$ cat src/rtl/mod_acc.sv
// mod_acc: accumulates K reduced products into one sum mod Q with valid/ready on both sides.
// Optional MOD_ACC_CHK_EN adds a sticky err flag and pre-reduction of out-of-range terms.
module mod_acc #(
    parameter int WIDTH = 13,
    parameter int Q     = 7681,
    parameter int K     = 4,
    parameter int CNT_W = $clog2(K) + 1
) (
    input  logic             clk,
    input  logic             rst,
    input  logic             in_valid,
    output logic             in_ready,
    input  logic [WIDTH-1:0] in_data,
    output logic             out_valid,
    input  logic             out_ready,
    output logic [WIDTH-1:0] out_data,
`ifdef MOD_ACC_CHK_EN
    output logic             err,
`endif
    output logic             busy
);
    typedef enum logic [1:0] {IDLE, ACC, HOLD} state_t;
    localparam logic [WIDTH:0] QW = (WIDTH+1)'(Q);
    state_t state, state_n;
    logic [WIDTH-1:0] acc, acc_n, dat_n, term, nxt;
    logic [CNT_W-1:0] count, count_n;
    logic [WIDTH:0] s, s_sub;
    logic take, last;
    assign in_ready  = state != HOLD;
    assign out_valid = state == HOLD;
    assign busy      = count != '0;
    assign take      = in_valid && in_ready;
    // count is 0 in IDLE, so K == 1 completes on the first term without a special case
    assign last      = count == CNT_W'(K - 1);
`ifdef MOD_ACC_CHK_EN
    logic oor;
    assign oor  = in_data >= WIDTH'(Q);
    assign term = oor ? in_data - WIDTH'(Q) : in_data;
    always_ff @(posedge clk or posedge rst)
        if (rst) err <= 1'b0;
        else if (take && oor) err <= 1'b1;
`else
    assign term = in_data;
`endif
    assign s     = {1'b0, state == ACC ? acc : WIDTH'(0)} + {1'b0, term};
    assign s_sub = s - QW;
    assign nxt   = s >= QW ? s_sub[WIDTH-1:0] : s[WIDTH-1:0];
    always_comb begin
        state_n = state;
        acc_n   = acc;
        count_n = count;
        dat_n   = out_data;
        if (state == HOLD) begin
            state_n = out_ready ? IDLE : HOLD;
        end else if (take) begin
            state_n = last ? HOLD : ACC;
            acc_n   = last ? '0 : nxt;
            count_n = last ? '0 : count + CNT_W'(1);
            dat_n   = last ? nxt : out_data;
        end
    end
    always_ff @(posedge clk or posedge rst)
        if (rst) begin
            state    <= IDLE;
            acc      <= '0;
            count    <= '0;
            out_data <= '0;
        end else begin
            state    <= state_n;
            acc      <= acc_n;
            count    <= count_n;
            out_data <= dat_n;
        end
endmodule

$ cat config.mk
export PLATFORM = sky130hd
export DESIGN_NAME = mod_acc
export DESIGN_NICKNAME = d
export VERILOG_FILES = /design/src/rtl/mod_acc.sv
export SDC_FILE = /design/constraint.sdc
export NUM_CORES = 1
export LEC_CHECK = 0
export CAP_MARGIN = 30
export CORE_MARGIN = 5
export CORE_UTILIZATION = 23
export CTS_CLUSTER_DIAMETER = 80
export DETAILED_ROUTE_END_ITERATION = 8
export PLACE_DENSITY = 0.45
export SLEW_MARGIN = 20
export SYNTH_ARGS = -nofsm -noshare
export SYNTH_HDL_FRONTEND = slang
export SYNTH_SLANG_ARGS = --single-unit
$ cat constraint.sdc
create_clock -name clk -period 3.8 [get_ports clk]
set_input_delay 0.76 -clock clk [delete_from_list [all_inputs] [get_ports clk]]
set_output_delay 0.76 -clock clk [all_outputs]
set_load 0.02 [all_outputs]
==> run_summary.xml <==
<?xml version="1.0" encoding="UTF-8"?>
<metrics>
  <group name="status">
    <metric name="status" unit="">finished clean</metric>
  </group>
  <group name="clocking">
    <metric name="ctsHtreeMaxLevel" unit="">2</metric>
    <metric name="cts_buffers" unit="">5</metric>
    <metric name="post_cts.resized_instances" unit="">1</metric>
    <metric name="clk_latency" unit="ns">0.28</metric>
    <metric name="clock_tree_buffer_depth" unit="">2</metric>
    <metric name="tritoncts" unit="">done</metric>
    <metric name="postCtsSetupBuffers" unit="">0</metric>
    <metric name="clock_pin_slew_reported_for_the_worst_setup_and_hold_paths_after_clock_tree_synthesis" unit="ns">0.05</metric>
    <metric name="ctsHoldBuffers" unit="">0</metric>
    <metric name="clock_sink_count" unit="">31</metric>
    <metric name="clock_tree.root_cell" unit="">sky130_fd_sc_hd__clkbuf_16</metric>
  </group>
  <group name="sta">
    <metric name="whs" unit="ns">0.469</metric>
    <metric name="maxSlewViolCount" unit="">0</metric>
    <metric name="clock.fmax" unit="MHz">274</metric>
    <metric name="max_slew.worst_pin.slew" unit="ns">0.720</metric>
    <metric name="timing.clock.skew" unit="ns">0.00453</metric>
    <metric name="final-setup-viol-count" unit="">0</metric>
    <metric name="final_min_period_over_clock_period" unit="%">96.1</metric>
    <metric name="final.min_clock_period" unit="ns">3.65</metric>
    <metric name="final_hold_vios" unit="">0</metric>
    <metric name="timing.slew.headroom" unit="%">51.9</metric>
    <metric name="setup_repair_after_global_routing_missed_its_margin" unit="">false</metric>
  </group>
  <group name="detailed_routing">
    <metric name="met2_wirelength" unit="um">4130</metric>
    <metric name="detail_route.wirelength.met1" unit="um">4410</metric>
    <metric name="post-route-drc-count" unit="">0</metric>
    <metric name="post_drt_via_cell_ratio" unit="">5.03</metric>
    <metric name="route.met3.wl" unit="um">270</metric>
    <metric name="drt_pass_1_iters" unit="">4</metric>
    <metric name="highest-signal-layer" unit="">met4</metric>
    <metric name="postRouteAntennaNets" unit="">0</metric>
    <metric name="post_dr_wirelength_cell" unit="um">15.9</metric>
    <metric name="drt_wl_total" unit="um">8900</metric>
    <metric name="detail_route.iter0.violations" unit="">141</metric>
    <metric name="total_via_count_in_the_routed_design" unit="">2814</metric>
  </group>
  <group name="worst_setup_path">
    <metric name="regToRegEndpoint" unit="">out_data[10]$_DFFE_PP0P_</metric>
    <metric name="reg2regPathDepth" unit="">15</metric>
    <metric name="crit_required" unit="ns">3.97</metric>
    <metric name="crit_arrival" unit="ns">3.82</metric>
    <metric name="critical_path.startpoint" unit="">in_data[0]</metric>
    <metric name="timing.critical_path.to_type" unit="">flop</metric>
    <metric name="worst_path_buffer_plus_inverter_count" unit="">1</metric>
    <metric name="worst-r2r-setup-slack" unit="ns">0.33</metric>
    <metric name="crit_path_cell_trace" unit="">clkdlybuf4s50_1, ha_1, fa_1, a211o_1, a31o_4, a211oi_1, xor2_1, nor3_2, and4_4, o21ai_0, a32o_1</metric>
    <metric name="critical-path-top-delay-family" unit="">compound AO/OA/AOI/OAI gates</metric>
    <metric name="timing.critical_path.from_type" unit="">input port</metric>
    <metric name="cp_max_fo" unit="">7</metric>
    <metric name="critical_path.endpoint" unit="">acc[0]$_DFFE_PP0P_</metric>
    <metric name="worst_reg2reg_startpoint" unit="">state[1]$_DFFE_PP0P_</metric>
    <metric name="timing.setup.critical_path_class" unit="">in -&gt; reg</metric>
    <metric name="master_of_the_slowest_instance_on_the_critical_path" unit="">sky130_fd_sc_hd__clkdlybuf4s50_1</metric>
    <metric name="stages_on_the_worst_setup_path" unit="">11</metric>
    <metric name="cp_slowest_stage_delay" unit="ns">0.41</metric>
  </group>
  <group name="cells_and_area">
    <metric name="utilization" unit="%">32.1</metric>
    <metric name="layout.nets" unit="">447</metric>
    <metric name="drive_above_1_share" unit="%">21.8</metric>
    <metric name="area_growth" unit="%">37.8</metric>
    <metric name="diode_insertion_count_for_antenna_repair" unit="">0</metric>
  </group>
  <group name="grt">
    <metric name="grt-ovfl-total" unit="">0</metric>
    <metric name="first_pass_grt_wire_length" unit="um">14500</metric>
    <metric name="grt_use_total" unit="%">12.5</metric>
    <metric name="pin_count_of_the_biggest_net_entering_global_routing" unit="">32</metric>
    <metric name="first_global_vias" unit="">2749</metric>
    <metric name="antenna_found_initial" unit="">0</metric>
  </group>
  <group name="synthesis">
    <metric name="yosys.area.top_type" unit="">sky130_fd_sc_hd__dfrtp_1</metric>
    <metric name="synthesis.area_per_instance" unit="sq um">8.26</metric>
    <metric name="async_flop_share" unit="%">100</metric>
    <metric name="syn-cell-area" unit="sq um">2770</metric>
    <metric name="syn_nets" unit="">371</metric>
    <metric name="synth_most_common_cell" unit="">sky130_fd_sc_hd__nand2_1</metric>
    <metric name="yosys.area.top_type_share" unit="%">28.0</metric>
    <metric name="count_of_flip_flops_with_a_built_in_enable_after_synthesis" unit="">0</metric>
    <metric name="ys.flop_type" unit="">sky130_fd_sc_hd__dfrtp_1</metric>
    <metric name="synth.distinct_cells" unit="">64</metric>
    <metric name="leading_cell_types_by_total_area_after_synthesis" unit="">sky130_fd_sc_hd__dfrtp_1 28%, sky130_fd_sc_hd__ha_1 7.7%, sky130_fd_sc_hd__nand2_1 5.7%</metric>
    <metric name="sequential_share_of_the_synthesized_area" unit="%">28.0</metric>
    <metric name="synthCells" unit="">336</metric>
    <metric name="synth_top_cells_by_count" unit="">42 x sky130_fd_sc_hd__nand2_1, 31 x sky130_fd_sc_hd__dfrtp_1, 20 x sky130_fd_sc_hd__and2_1, 18 x sky130_fd_sc_hd__nor2_1, 17 x sky130_fd_sc_hd__ha_1</metric>
    <metric name="synth-seq-cells" unit="">31</metric>
    <metric name="synth-warning-count" unit="">0</metric>
  </group>
  <group name="die">
    <metric name="floorplan.die_area" unit="sq um">14400</metric>
    <metric name="placeableCoreArea" unit="sq um">11900</metric>
    <metric name="die_h" unit="um">120</metric>
    <metric name="starting_density_of_the_core" unit="%">23.3</metric>
    <metric name="io-pin-count" unit="">33</metric>
    <metric name="horiz_die_dim" unit="um">120</metric>
    <metric name="floorplan.rows" unit="">40</metric>
  </group>
  <group name="placement">
    <metric name="gp_congestion" unit="">0.833</metric>
    <metric name="port-buffer-count" unit="">32</metric>
    <metric name="place_hpwl" unit="um">6920</metric>
  </group>
  <group name="power">
    <metric name="p_leak" unit="uW">0.00170</metric>
    <metric name="vdd_drop_max" unit="V">0.000295</metric>
    <metric name="power.density" unit="nW/um^2">914</metric>
  </group>
  <group name="worst_hold_path">
    <metric name="hold_class" unit="">reg -&gt; reg</metric>
  </group>
  <group name="flow_run">
    <metric name="max_cap_violations" unit="">0</metric>
  </group>
</metrics>
-- layout by cell type (no fill, tap or decap), drive strengths merged, types with 8 or more instances in the layout --
cell	count
a21oi	18
and2	21
and3	10
buf	55
clkbuf	8
clkdlybuf4s50	32
dfrtp	31
ha	17
inv	8
nand2	42
nand3	11
nand4	16
nor2	18
nor3	17
o211ai	8
o21ai	16
-- layer usage --
| layer | global-route usage, % | up-vias |
|---|---|---|
| met5 | 0 | - |
| met4 | 2.65 | 0 |
| met3 | 2.07 | 6 |
| met2 | 20.5 | 42 |
| met1 | 17.3 | 1349 |
| li1 | - | 1417 |
-- worst register-to-register path: stages, from the launching register on --
cell,delay (ns)
sky130_fd_sc_hd__dfrtp_1,0.40
sky130_fd_sc_hd__nor2b_4,0.29
sky130_fd_sc_hd__and2_1,0.19
sky130_fd_sc_hd__ha_1,0.18
sky130_fd_sc_hd__fa_1,0.46
sky130_fd_sc_hd__inv_1,0.11
sky130_fd_sc_hd__ha_1,0.17
sky130_fd_sc_hd__nand2_1,0.09
sky130_fd_sc_hd__o21bai_1,0.22
sky130_fd_sc_hd__buf_4,0.16
sky130_fd_sc_hd__a311oi_1,0.24
sky130_fd_sc_hd__buf_4,0.18
sky130_fd_sc_hd__nand3_1,0.15
sky130_fd_sc_hd__o211ai_1,0.15
sky130_fd_sc_hd__a2bb2oi_2,0.11
sky130_fd_sc_hd__mux2_2,0.26
-- metrics by stage --
step / std cells / total power (uW) / TNS, ns / instance area [sq um] / setup WS [ns]
after detailed placement: 552 / 3010 / -1.01 / 3620 / -0.117
after global routing: 560 / 3790 / 0 / 3820 / 0.00265
after global placement: 552 / 3020 / -1.64 / 3620 / -0.151
final: 560 / 3490 / 0 / 3820 / 0.150
after CTS: 560 / 3450 / 0 / 3780 / 0.136
after floorplan: 336 / 2050 / 0 / 2770 / 0.126
-- flip-flops by register name, indices dropped and copies added (netlist names) --
register	count
acc	13
out_data	13
count	3
state	2
-- worst min path at each step --
| stage | startpoint | endpoint | slack [ns] | cells after the start |
|---|---|---|---|---|
| detailed placement | acc[11]$_DFFE_PP0P_ | acc[11]$_DFFE_PP0P_ | 0.47 | 2 |
| CTS | acc[11]$_DFFE_PP0P_ | acc[11]$_DFFE_PP0P_ | 0.48 | 2 |
| floorplan | acc[11]$_DFFE_PP0P_ | acc[11]$_DFFE_PP0P_ | 0.44 | 2 |
| global placement | acc[12]$_DFFE_PP0P_ | acc[12]$_DFFE_PP0P_ | 0.47 | 2 |
| finish | acc[11]$_DFFE_PP0P_ | acc[11]$_DFFE_PP0P_ | 0.47 | 2 |
| global route | acc[12]$_DFFE_PP0P_ | acc[12]$_DFFE_PP0P_ | 0.50 | 2 |
-- cells by family after synthesis --
kind of cell	share of synthesized area (%)
AOI/OAI and AO/OA	24.5
xor gates and xnor gates	2.26
adders and majority gates	8.39
buffers and inverters	3.97
DFF	28.0
muxes	2.21
and+or+nand+nor	30.7
-- layout make-up --
| class | count | area [sq um] |
|---|---|---|
| timing repair buffer | 87 | 746 |
| sequential | 31 | 776 |
| fill | 1283 | 8090 |
| tap | 147 | 184 |
| clock buffer | 8 | 156 |
| inverter | 8 | 30.0 |
| multi-input combinational | 279 | 1930 |
-- report_power, final --
group / leakage (uW) / internal (uW) / switching, uW
registers: 0.000380 / 486 / 101
logic: 0.00124 / 1140 / 1340
clock network: 0.0000772 / 279 / 146
Note: power is estimated with default switching activity, not from simulation.
